==> src/rtl/riscv_ctrl_pkg.sv <==
// Shared types and constants for the RV32 multicycle controller and decoder.
package riscv_ctrl_pkg;

  localparam int unsigned STATE_W  = 3;
  localparam int unsigned ERR_W    = 2;
  localparam int unsigned OPCODE_W = 7;

  typedef enum logic [STATE_W-1:0] {
    ST_IDLE   = 3'd0,
    ST_FETCH  = 3'd1,
    ST_DECODE = 3'd2,
    ST_EXEC   = 3'd3,
    ST_MEM    = 3'd4,
    ST_WB     = 3'd5,
    ST_TRAP   = 3'd6
  } ctrl_state_t;

  localparam logic [ERR_W-1:0] ERR_NONE    = 2'd0;
  localparam logic [ERR_W-1:0] ERR_ILLEGAL = 2'd1;
  localparam logic [ERR_W-1:0] ERR_TIMEOUT = 2'd2;

  localparam logic [OPCODE_W-1:0] OPC_INVALID = 7'b0000000;
  localparam logic [OPCODE_W-1:0] OPC_LUI     = 7'b0110111;
  localparam logic [OPCODE_W-1:0] OPC_AUIPC   = 7'b0010111;
  localparam logic [OPCODE_W-1:0] OPC_JAL     = 7'b1101111;
  localparam logic [OPCODE_W-1:0] OPC_JALR    = 7'b1100111;
  localparam logic [OPCODE_W-1:0] OPC_BRANCH  = 7'b1100011;
  localparam logic [OPCODE_W-1:0] OPC_LOAD    = 7'b0000011;
  localparam logic [OPCODE_W-1:0] OPC_STORE   = 7'b0100011;
  localparam logic [OPCODE_W-1:0] OPC_OP_IMM  = 7'b0010011;
  localparam logic [OPCODE_W-1:0] OPC_OP      = 7'b0110011;

endpackage

==> src/rtl/ctrl_wait_timer.sv <==
// Memory-ack wait counter: flags the TIMEOUT_CYC-th consecutive pending request cycle.
module ctrl_wait_timer #(
  parameter int unsigned TIMEOUT_CYC = 16
) (
  input  logic clk,
  input  logic rst_n,
  input  logic start,
  input  logic pending,
  output logic expired_c
);

  localparam int unsigned WCNT_W = $clog2(TIMEOUT_CYC + 1);

  logic [WCNT_W-1:0] cnt_q, cnt_d;

  // cnt_q counts request cycles already spent in the current wait state
  always_comb begin
    cnt_d = cnt_q;
    if (start) begin
      cnt_d = '0;
    end else if (pending) begin
      cnt_d = cnt_q + WCNT_W'(1);
    end
  end

  assign expired_c = pending && (cnt_q == WCNT_W'(TIMEOUT_CYC - 1));

  always_ff @(posedge clk or negedge rst_n) begin
    if (!rst_n) begin
      cnt_q <= '0;
    end else begin
      cnt_q <= cnt_d;
    end
  end

endmodule

==> src/rtl/riscv_mc_ctrl.sv <==
// Multicycle RV32 sequencer: FETCH/DECODE/EXEC/MEM/WB with illegal-opcode trap.
// Define CTRL_TIMEOUT_EN to add the memory-ack timeout trap.
module riscv_mc_ctrl
  import riscv_ctrl_pkg::*;
#(
  parameter int unsigned CNT_W       = 32,
  parameter int unsigned TIMEOUT_CYC = 16
) (
  input  logic             clk,
  input  logic             rst_n,
  input  logic             start,
  input  logic             halt_req,
  input  logic             err_clr,
  input  logic [6:0]       opcode,
  input  logic             alu_instr,
  input  logic             branch_instr,
  input  logic             load_instr,
  input  logic             store_instr,
  input  logic             branch_taken,
  output logic             imem_req,
  input  logic             imem_ack,
  output logic             dec_go,
  output logic             dmem_req,
  output logic             dmem_we,
  input  logic             dmem_ack,
  output logic             alu_en,
  output logic             rf_we,
  output logic             pc_we,
  output logic             pc_sel,
  output logic             busy,
  output logic             err,
  output logic [1:0]       err_code,
  output logic [CNT_W-1:0] instret
);

  ctrl_state_t       state_q, state_d;
  logic              imem_req_q, imem_req_d;
  logic              dmem_req_q, dmem_req_d;
  logic              dmem_we_q, dmem_we_d;
  logic              alu_en_q, alu_en_d;
  logic              rf_we_q, rf_we_d;
  logic              busy_q, busy_d;
  logic              err_q, err_d;
  logic [ERR_W-1:0]  err_code_q, err_code_d;
  logic [CNT_W-1:0]  instret_q, instret_d;

  logic fetch_ack_c, mem_ack_c, retire_c, pc_sel_c, timeout_c;
  logic unused_c;

  // Acks only count while the matching request is actually raised
  assign fetch_ack_c = imem_req_q & imem_ack;
  assign mem_ack_c   = dmem_req_q & dmem_ack;

`ifdef CTRL_TIMEOUT_EN
  logic wait_start_c;
  assign wait_start_c = (state_d != state_q) && ((state_d == ST_FETCH) || (state_d == ST_MEM));

  ctrl_wait_timer #(
    .TIMEOUT_CYC (TIMEOUT_CYC)
  ) u_wait_timer (
    .clk       (clk),
    .rst_n     (rst_n),
    .start     (wait_start_c),
    .pending   (imem_req_q | dmem_req_q),
    .expired_c (timeout_c)
  );
  assign unused_c = alu_instr;
`else
  assign timeout_c = 1'b0;
  assign unused_c  = ^{alu_instr, 32'(TIMEOUT_CYC)};
`endif

  always_comb begin
    state_d    = state_q;
    err_code_d = err_code_q;
    retire_c   = 1'b0;
    pc_sel_c   = 1'b0;

    unique case (state_q)
      ST_IDLE: begin
        if (start) state_d = ST_FETCH;
      end
      ST_FETCH: begin
        if (fetch_ack_c) begin
          state_d = ST_DECODE;
        end else if (timeout_c) begin
          state_d    = ST_TRAP;
          err_code_d = ERR_TIMEOUT;
        end
      end
      ST_DECODE: begin
        if (opcode == OPC_INVALID) begin
          state_d    = ST_TRAP;
          err_code_d = ERR_ILLEGAL;
        end else begin
          state_d = ST_EXEC;
        end
      end
      ST_EXEC: begin
        if (load_instr | store_instr) begin
          state_d = ST_MEM;
        end else if (branch_instr) begin
          retire_c = 1'b1;
          pc_sel_c = branch_taken;
        end else begin
          state_d = ST_WB;
        end
      end
      ST_MEM: begin
        if (mem_ack_c) begin
          if (store_instr) retire_c = 1'b1;
          else             state_d  = ST_WB;
        end else if (timeout_c) begin
          state_d    = ST_TRAP;
          err_code_d = ERR_TIMEOUT;
        end
      end
      ST_WB: begin
        retire_c = 1'b1;
      end
      ST_TRAP: begin
        if (err_clr) begin
          state_d    = ST_IDLE;
          err_code_d = ERR_NONE;
        end
      end
      default: begin
        state_d    = ST_IDLE;
        err_code_d = ERR_NONE;
      end
    endcase

    if (retire_c) state_d = halt_req ? ST_IDLE : ST_FETCH;

    instret_d  = retire_c ? (instret_q + CNT_W'(1)) : instret_q;

    // Moore outputs are registered from the next state so they line up with state_q
    imem_req_d = (state_d == ST_FETCH);
    dmem_req_d = (state_d == ST_MEM);
    dmem_we_d  = (state_d == ST_MEM) & store_instr;
    alu_en_d   = (state_d == ST_EXEC);
    rf_we_d    = (state_d == ST_WB);
    busy_d     = (state_d != ST_IDLE);
    err_d      = (state_d == ST_TRAP);
  end

  always_ff @(posedge clk or negedge rst_n) begin
    if (!rst_n) begin
      state_q    <= ST_IDLE;
      imem_req_q <= 1'b0;
      dmem_req_q <= 1'b0;
      dmem_we_q  <= 1'b0;
      alu_en_q   <= 1'b0;
      rf_we_q    <= 1'b0;
      busy_q     <= 1'b0;
      err_q      <= 1'b0;
      err_code_q <= ERR_NONE;
      instret_q  <= '0;
    end else begin
      state_q    <= state_d;
      imem_req_q <= imem_req_d;
      dmem_req_q <= dmem_req_d;
      dmem_we_q  <= dmem_we_d;
      alu_en_q   <= alu_en_d;
      rf_we_q    <= rf_we_d;
      busy_q     <= busy_d;
      err_q      <= err_d;
      err_code_q <= err_code_d;
      instret_q  <= instret_d;
    end
  end

  // Handshake-dependent strobes are Mealy terms of the registered state
  assign dec_go   = fetch_ack_c;
  assign pc_we    = retire_c;
  assign pc_sel   = pc_sel_c;

  assign imem_req = imem_req_q;
  assign dmem_req = dmem_req_q;
  assign dmem_we  = dmem_we_q;
  assign alu_en   = alu_en_q;
  assign rf_we    = rf_we_q;
  assign busy     = busy_q;
  assign err      = err_q;
  assign err_code = err_code_q;
  assign instret  = instret_q;

endmodule

==> config.mk <==
export PLATFORM = sky130hd
export DESIGN_NAME = riscv_mc_ctrl
export DESIGN_NICKNAME = d
export VERILOG_FILES = /design/src/rtl/riscv_ctrl_pkg.sv /design/src/rtl/ctrl_wait_timer.sv /design/src/rtl/riscv_mc_ctrl.sv
export SDC_FILE = /design/constraint.sdc
export NUM_CORES = 1
export LEC_CHECK = 0
export CAP_MARGIN = 10
export CORE_MARGIN = 8
export CORE_UTILIZATION = 50
export DETAILED_ROUTE_END_ITERATION = 7
export GPL_TIMING_DRIVEN = 0
export PLACE_DENSITY = 0.82
export SKIP_CTS_REPAIR_TIMING = 1
export SLEW_MARGIN = 20
export SYNTH_ARGS = -nofsm -noshare
export SYNTH_HDL_FRONTEND = slang
export SYNTH_SLANG_ARGS = --single-unit
==> constraint.sdc <==
create_clock -name clk -period 4.4 [get_ports clk]
set_input_delay 0.88 -clock clk [delete_from_list [all_inputs] [get_ports clk]]
set_output_delay 0.88 -clock clk [all_outputs]
set_load 0.01 [all_outputs]
==> results of run 1 <==
-- power by group --
| group | internal, mW | switching, mW |
|---|---|---|
| combinational | 0.191 | 0.207 |
| sequential | 0.450 | 0.0500 |
| clock | 0.166 | 0.129 |
| total | 0.807 | 0.386 |
-- path summary, 6_finish.rpt --
check / start / to / slack (ns) / cells past startpoint
min in group asynchronous: rst_n / instret[1] / 0.50 / 1
hold reg to reg: instret[31] / instret[31] / 0.47 / 1
hold / removal: instret[31] / instret[31] / 0.47 / 1
setup / recovery: store_instr / pc_we / 0.80 / 6
setup reg to reg: state_q[1] / rf_we / 2.28 / 8
max in group asynchronous: rst_n / instret[26] / 3.42 / 2
-- per-layer routing --
metal / GRT usage / wire (µm)
met1: 0.177 / 2000
met5: 0 / 0
met3: 0.0491 / 259
met4: 0.0636 / 91
met2: 0.278 / 2560
-- area by class of cell --
cell class | count | area [µm²]
multi-input combinational | 140 | 945
sequential | 43 | 1080
clock buffer | 6 | 72.6
fill | 338 | 1140
buffer | 4 | 21.3
tap | 50 | 62.6
inverter | 9 | 36.3
timing repair buffer | 61 | 616
clock inverter | 1 | 30.0
-- stage by stage --
step / area [µm²] / hold WS [ns] / power, mW / std cells / utilization
after floorplan: 2080 / 0.504 / 0.725 / 196 / -
after global placement: 2740 / 0.457 / 0.889 / 306 / 0.685
after detailed placement: 2760 / 0.459 / 0.903 / 307 / 0.689
after CTS: 2860 / 0.473 / 1.20 / 314 / 0.715
after global routing: 2860 / 0.492 / 1.26 / 314 / 0.715
final: 2860 / 0.471 / 1.19 / 314 / 0.715
-- placed cells by master (no fill, tap or decap), types with 2 or more instances in the layout --
master,n
buf_2,3
clkbuf_1,2
nor2_1,16
and2_1,5
nand3b_1,3
nand4_1,7
clkbuf_8,5
clkdlybuf4s50_1,59
a21oi_1,2
nand3_1,6
a211oi_1,2
xnor2_1,11
xor2_1,20
nor3b_1,2
nor4_2,4
nor4_1,4
nor3_1,11
dfrtp_1,43
and3_1,4
nand2b_1,2
o21ai_0,2
nand2_1,18
inv_1,8
o22ai_1,2
-- kinds of logic (layout without fill, tap and decap cells) --
group | Yosys count | after routing | share of synthesized area
DFF | 43 | 43 | 0.518
buffers and inverters | 13 | 81 | 0.0277
xor gates and xnor gates | 31 | 31 | 0.131
and+or+nand+nor | 93 | 93 | 0.270
other | 1 | 1 | 0.00180
adders and majority gates | 1 | 1 | 0.00602
AOI/OAI and AO/OA | 14 | 14 | 0.0458
==> flow_metrics.py, run 1 <==
metrics = {
    "status": {
        "outcome": "completed",
    },
    "worst_setup_path": {
        "crit_buf_inv": 3,
        "critical_path_class": "in2out",
        "cp-start-kind": "input pin",
        "required_ns": 3.52,
        "cp.arrival_ns": 2.72,
        "crit_chain": "clkdlybuf4s50_1 > or3b_4 > nor2_4 > nor2_2 > inv_4 > clkdlybuf4s50_1",
        "end_kind": "output port",
        "critPathTopFamily": "buffers and inverters",
        "crit_path_top_delay_cell": "clkdlybuf4s50_1",
        "slowest_delay_ns": 0.56,
        "cpMostUsedCell": "clkdlybuf4s50_1",
        "cp_max_fo": 10,
    },
    "logic_synthesis": {
        "synth_top_cell_area_share": 0.518,
        "synthArstFlopShare": 1.00,
        "ys_top_cells_by_count": "43 x dfrtp_1, 20 x xor2_1, 18 x nand2_1",
        "synth_largest_area_cell": "dfrtp_1",
        "synth_edf_count": 0,
        "yosysUniqueCellTypes": 43,
        "ys_seq_area_frac": 0.518,
        "synth_ff_type": "dfrtp_1",
        "ys.warnings.count": 0,
        "yosys-top-cells-area": "dfrtp_1 52%, xor2_1 8.4%, xnor2_1 4.6%",
        "postSynthCellCount": 196,
        "synth.avg_cell_area_um2": 10.6,
        "syn-num-nets": 216,
        "synth.cell_area_mm2": 0.00208,
        "synth_seq_cells": 43,
        "yosysMostFrequentCell": "dfrtp_1",
    },
    "worst_hold_path": {
        "hp-class": "reg2reg",
    },
    "global_routing": {
        "grt_max_degree": 28,
        "antenna_found_initial": 0,
        "grt_pass1_vias": 1760,
        "grt_pass1_wl_um": 8210,
        "grt_usage": 0.160,
        "grt.overflow.total": 0,
    },
    "job": {
        "cap_viol_max_count": 0,
    },
    "clock_tree": {
        "path_clk_slew_ns": 0.08,
        "root_buffer": "clkbuf_8",
        "numCtsBuffers": 5,
        "clockBufferDepth": 2,
        "cts.sinks": 43,
        "worstSkewPairLatency_ns": 0.30,
        "htree_levels": 2,
        "cts_tree": "done",
    },
    "detailed_routing": {
        "drtIter0Drc": 86,
        "dr.pass1.iters": 4,
        "wl_per_cell_um": 15.6,
        "drc": 0,
        "routed_wl_um": 4910,
        "ant_nets": 0,
        "viasPerCell": 5.38,
        "vias": 1689,
    },
    "sta": {
        "slew_headroom": 0.499,
        "skew_ns": 0.0121,
        "slew_violations": 0,
        "min_period_ns": 3.60,
        "finalWorstSetupSlack_ns": 0.799,
        "fin_crit_sh": 0.818,
        "clock.fmax_mhz": 278,
        "rsz0062_at_grt": "false",
        "setup_violations": 0,
        "finalHoldViolations": 0,
        "worstMarginPinSlew_ns": 0.752,
        "tns_ns": 0,
    },
    "place": {
        "place_congestion": 0.817,
        "place.port_buffers": 60,
        "pre_cts_ws_ns": 0.789,
        "dp_hpwl_um": 3800,
    },
    "finish": {
        "final_nets": 284,
        "largest_reg_flops": 32,
        "antenna_cells": 0,
        "area_growth_pct": 37.6,
        "drive_gt1_frac": 0.0871,
    },
    "power": {
        "power_per_cell_area_mw_per_mm2": 417,
        "ir_drop_mv": 0.389,
        "leakagePower_nw": 1.31,
    },
    "floorplanning": {
        "initial_core_util": 0.520,
        "pin_count": 63,
        "fp.dieH_um": 80.5,
        "core_mm2": 0.00400,
        "die_w_um": 80.5,
        "die_area_mm2": 0.00648,
        "rows": 23,
    },
}
Note: power is estimated with default switching activity, not from simulation.
==> run 2, diff against run 1 <==
Settings changed: CORE_UTILIZATION 50 to 47, PLACE_DENSITY 0.82 to 0.78.
Clock period 4.4 ns to 3.5 ns, I/O delays scaled along.
==> flow_metrics.py, run 2 (same netlist as run 1, synthesis figures left out) <==
metrics = {
    "status": {
        "outcome": "completed",
    },
    "finish": {
        "area_growth_pct": 37.6,
        "final_nets": 284,
        "stdcell_count": 317,
        "largest_reg_flops": 32,
        "drive_gt1_frac": 0.0906,
        "final_common_cell": "clkdlybuf4s50_1",
        "layout.cells.most_common_list": "59 x clkdlybuf4s50_1, 43 x dfrtp_1, 20 x xor2_1",
        "antenna_cells": 0,
    },
    "sta": {
        "min_period_ns": 3.22,
        "tns_ns": 0,
        "slew_violations": 0,
        "clock.fmax_mhz": 311,
        "finalHoldViolations": 0,
        "worstMarginPinSlew_ns": 0.755,
        "setup_violations": 0,
        "slew_headroom": 0.492,
        "hold_ws_ns": 0.339,
        "finalWorstSetupSlack_ns": 0.281,
        "skew_ns": 0.00466,
        "rsz0062_at_grt": "false",
        "fin_crit_sh": 0.920,
    },
    "detailed_routing": {
        "drtIter0Drc": 100,
        "viasPerCell": 5.34,
        "routed_wl_um": 4640,
        "wl_per_cell_um": 14.6,
        "ant_nets": 0,
        "vias": 1693,
        "dr.pass1.iters": 6,
        "drc": 0,
    },
    "worst_setup_path": {
        "critPathTopFamily": "buffers and inverters",
        "rr_worst_depth": 6,
        "r2r_slack_ns": 1.46,
        "regToRegEndpoint": "imem_req",
        "crit_path_top_delay_cell": "clkdlybuf4s50_1",
        "cp.arrival_ns": 2.52,
        "crit_chain": "clkdlybuf4s50_1 > or3b_4 > nor2_4 > nor2_2 > inv_4 > clkdlybuf4s50_1",
        "cp_max_fo": 10,
        "cp-start-kind": "input pin",
        "crit_buf_inv": 3,
        "required_ns": 2.80,
        "critical_path_class": "in2out",
        "slowest_delay_ns": 0.56,
        "cpMostUsedCell": "clkdlybuf4s50_1",
        "rr_startpoint": "state_q[1]",
        "end_kind": "output port",
    },
    "floorplanning": {
        "pin_count": 63,
        "initial_core_util": 0.484,
        "fp.dieH_um": 82.5,
        "die_w_um": 82.5,
        "die_area_mm2": 0.00681,
        "rows": 24,
        "core_mm2": 0.00429,
    },
    "place": {
        "place.port_buffers": 60,
        "post-place-cells": 309,
        "place_congestion": 0.832,
        "pre_cts_ws_ns": 0.269,
        "dp_hpwl_um": 3590,
    },
    "power": {
        "ir_drop_mv": 0.427,
        "power_per_cell_area_mw_per_mm2": 510,
        "leakagePower_nw": 1.31,
        "power_mw": 1.46,
    },
    "clock_tree": {
        "cts_tree": "done",
        "path_clk_slew_ns": 0.08,
        "clockBufferDepth": 2,
        "cts.sinks": 43,
        "root_buffer": "clkbuf_8",
        "numCtsBuffers": 5,
        "htree_levels": 2,
        "worstSkewPairLatency_ns": 0.29,
    },
    "global_routing": {
        "met1_usage": 0.181,
        "use_met2": 0.250,
        "grt_pass1_wl_um": 7930,
        "grt_pass1_vias": 1671,
        "antenna_found_initial": 0,
        "grt_usage": 0.151,
        "grt_max_degree": 26,
        "grt_use_met3": 0.0422,
        "grt_busiest_layer": "met2",
        "grt.overflow.total": 0,
    },
    "job": {
        "cap_viol_max_count": 0,
    },
    "worst_hold_path": {
        "hp-class": "in2async",
    },
}
==> run 2: where the power goes <==
group	internal, mW	switching [mW]	leakage (nW)	total [mW]
combinational	0.240	0.250	0.682	0.490
clock	0.180	0.163	0.0515	0.343
sequential	0.565	0.0610	0.575	0.626
total	0.985	0.474	1.31	1.46
==> run 2: how the worst max path moves through the flow <==
stage                 from     endpoint  slack, ns  depth (start not counted)
6_report       store_instr        pc_we       0.28                          6
5_1_grt        store_instr        pc_we       0.19                          6
4_1_cts        store_instr        pc_we       0.26                          6
3_5_place_dp   store_instr        pc_we       0.27                          6
3_3_place_gp   store_instr        pc_we       0.26                          6
2_1_floorplan  store_instr  instret[21]       1.39                          7
==> run 2: routing by layer <==
metal | routed length [µm] | up-vias
met5 | 0 | -
met4 | 78 | 0
met3 | 329 | 7
met2 | 2260 | 43
met1 | 1970 | 835
li1 | - | 808
==> run 2: cell type report <==
| cell class | instances | area (µm²) |
|---|---|---|
| Buffer | 4 | 21.3 |
| Timing Repair Buffer | 61 | 616 |
| Tap cell | 52 | 65.1 |
| Clock buffer | 8 | 100 |
| Fill cell | 355 | 1440 |
| Sequential cell | 43 | 1080 |
| Multi-Input combinational cell | 140 | 945 |
| Inverter | 9 | 36.3 |
==> run 2: through the flow <==
stage,instance area (µm²),util
finish,2860,0.666
global route,2860,0.666
CTS,2860,0.666
detailed placement,2760,0.642
global placement,2740,0.639
floorplan,2080,-
==> run 2: worst reg2reg max path, delay by kind of cell, from the launching register on <==
family                 cells  cell delay [ns]
buffers and inverters      1             0.17
AO/OA/AOI/OAI              2             0.34
AND/OR/NAND/NOR            3             1.04
flip-flops                 1             0.39
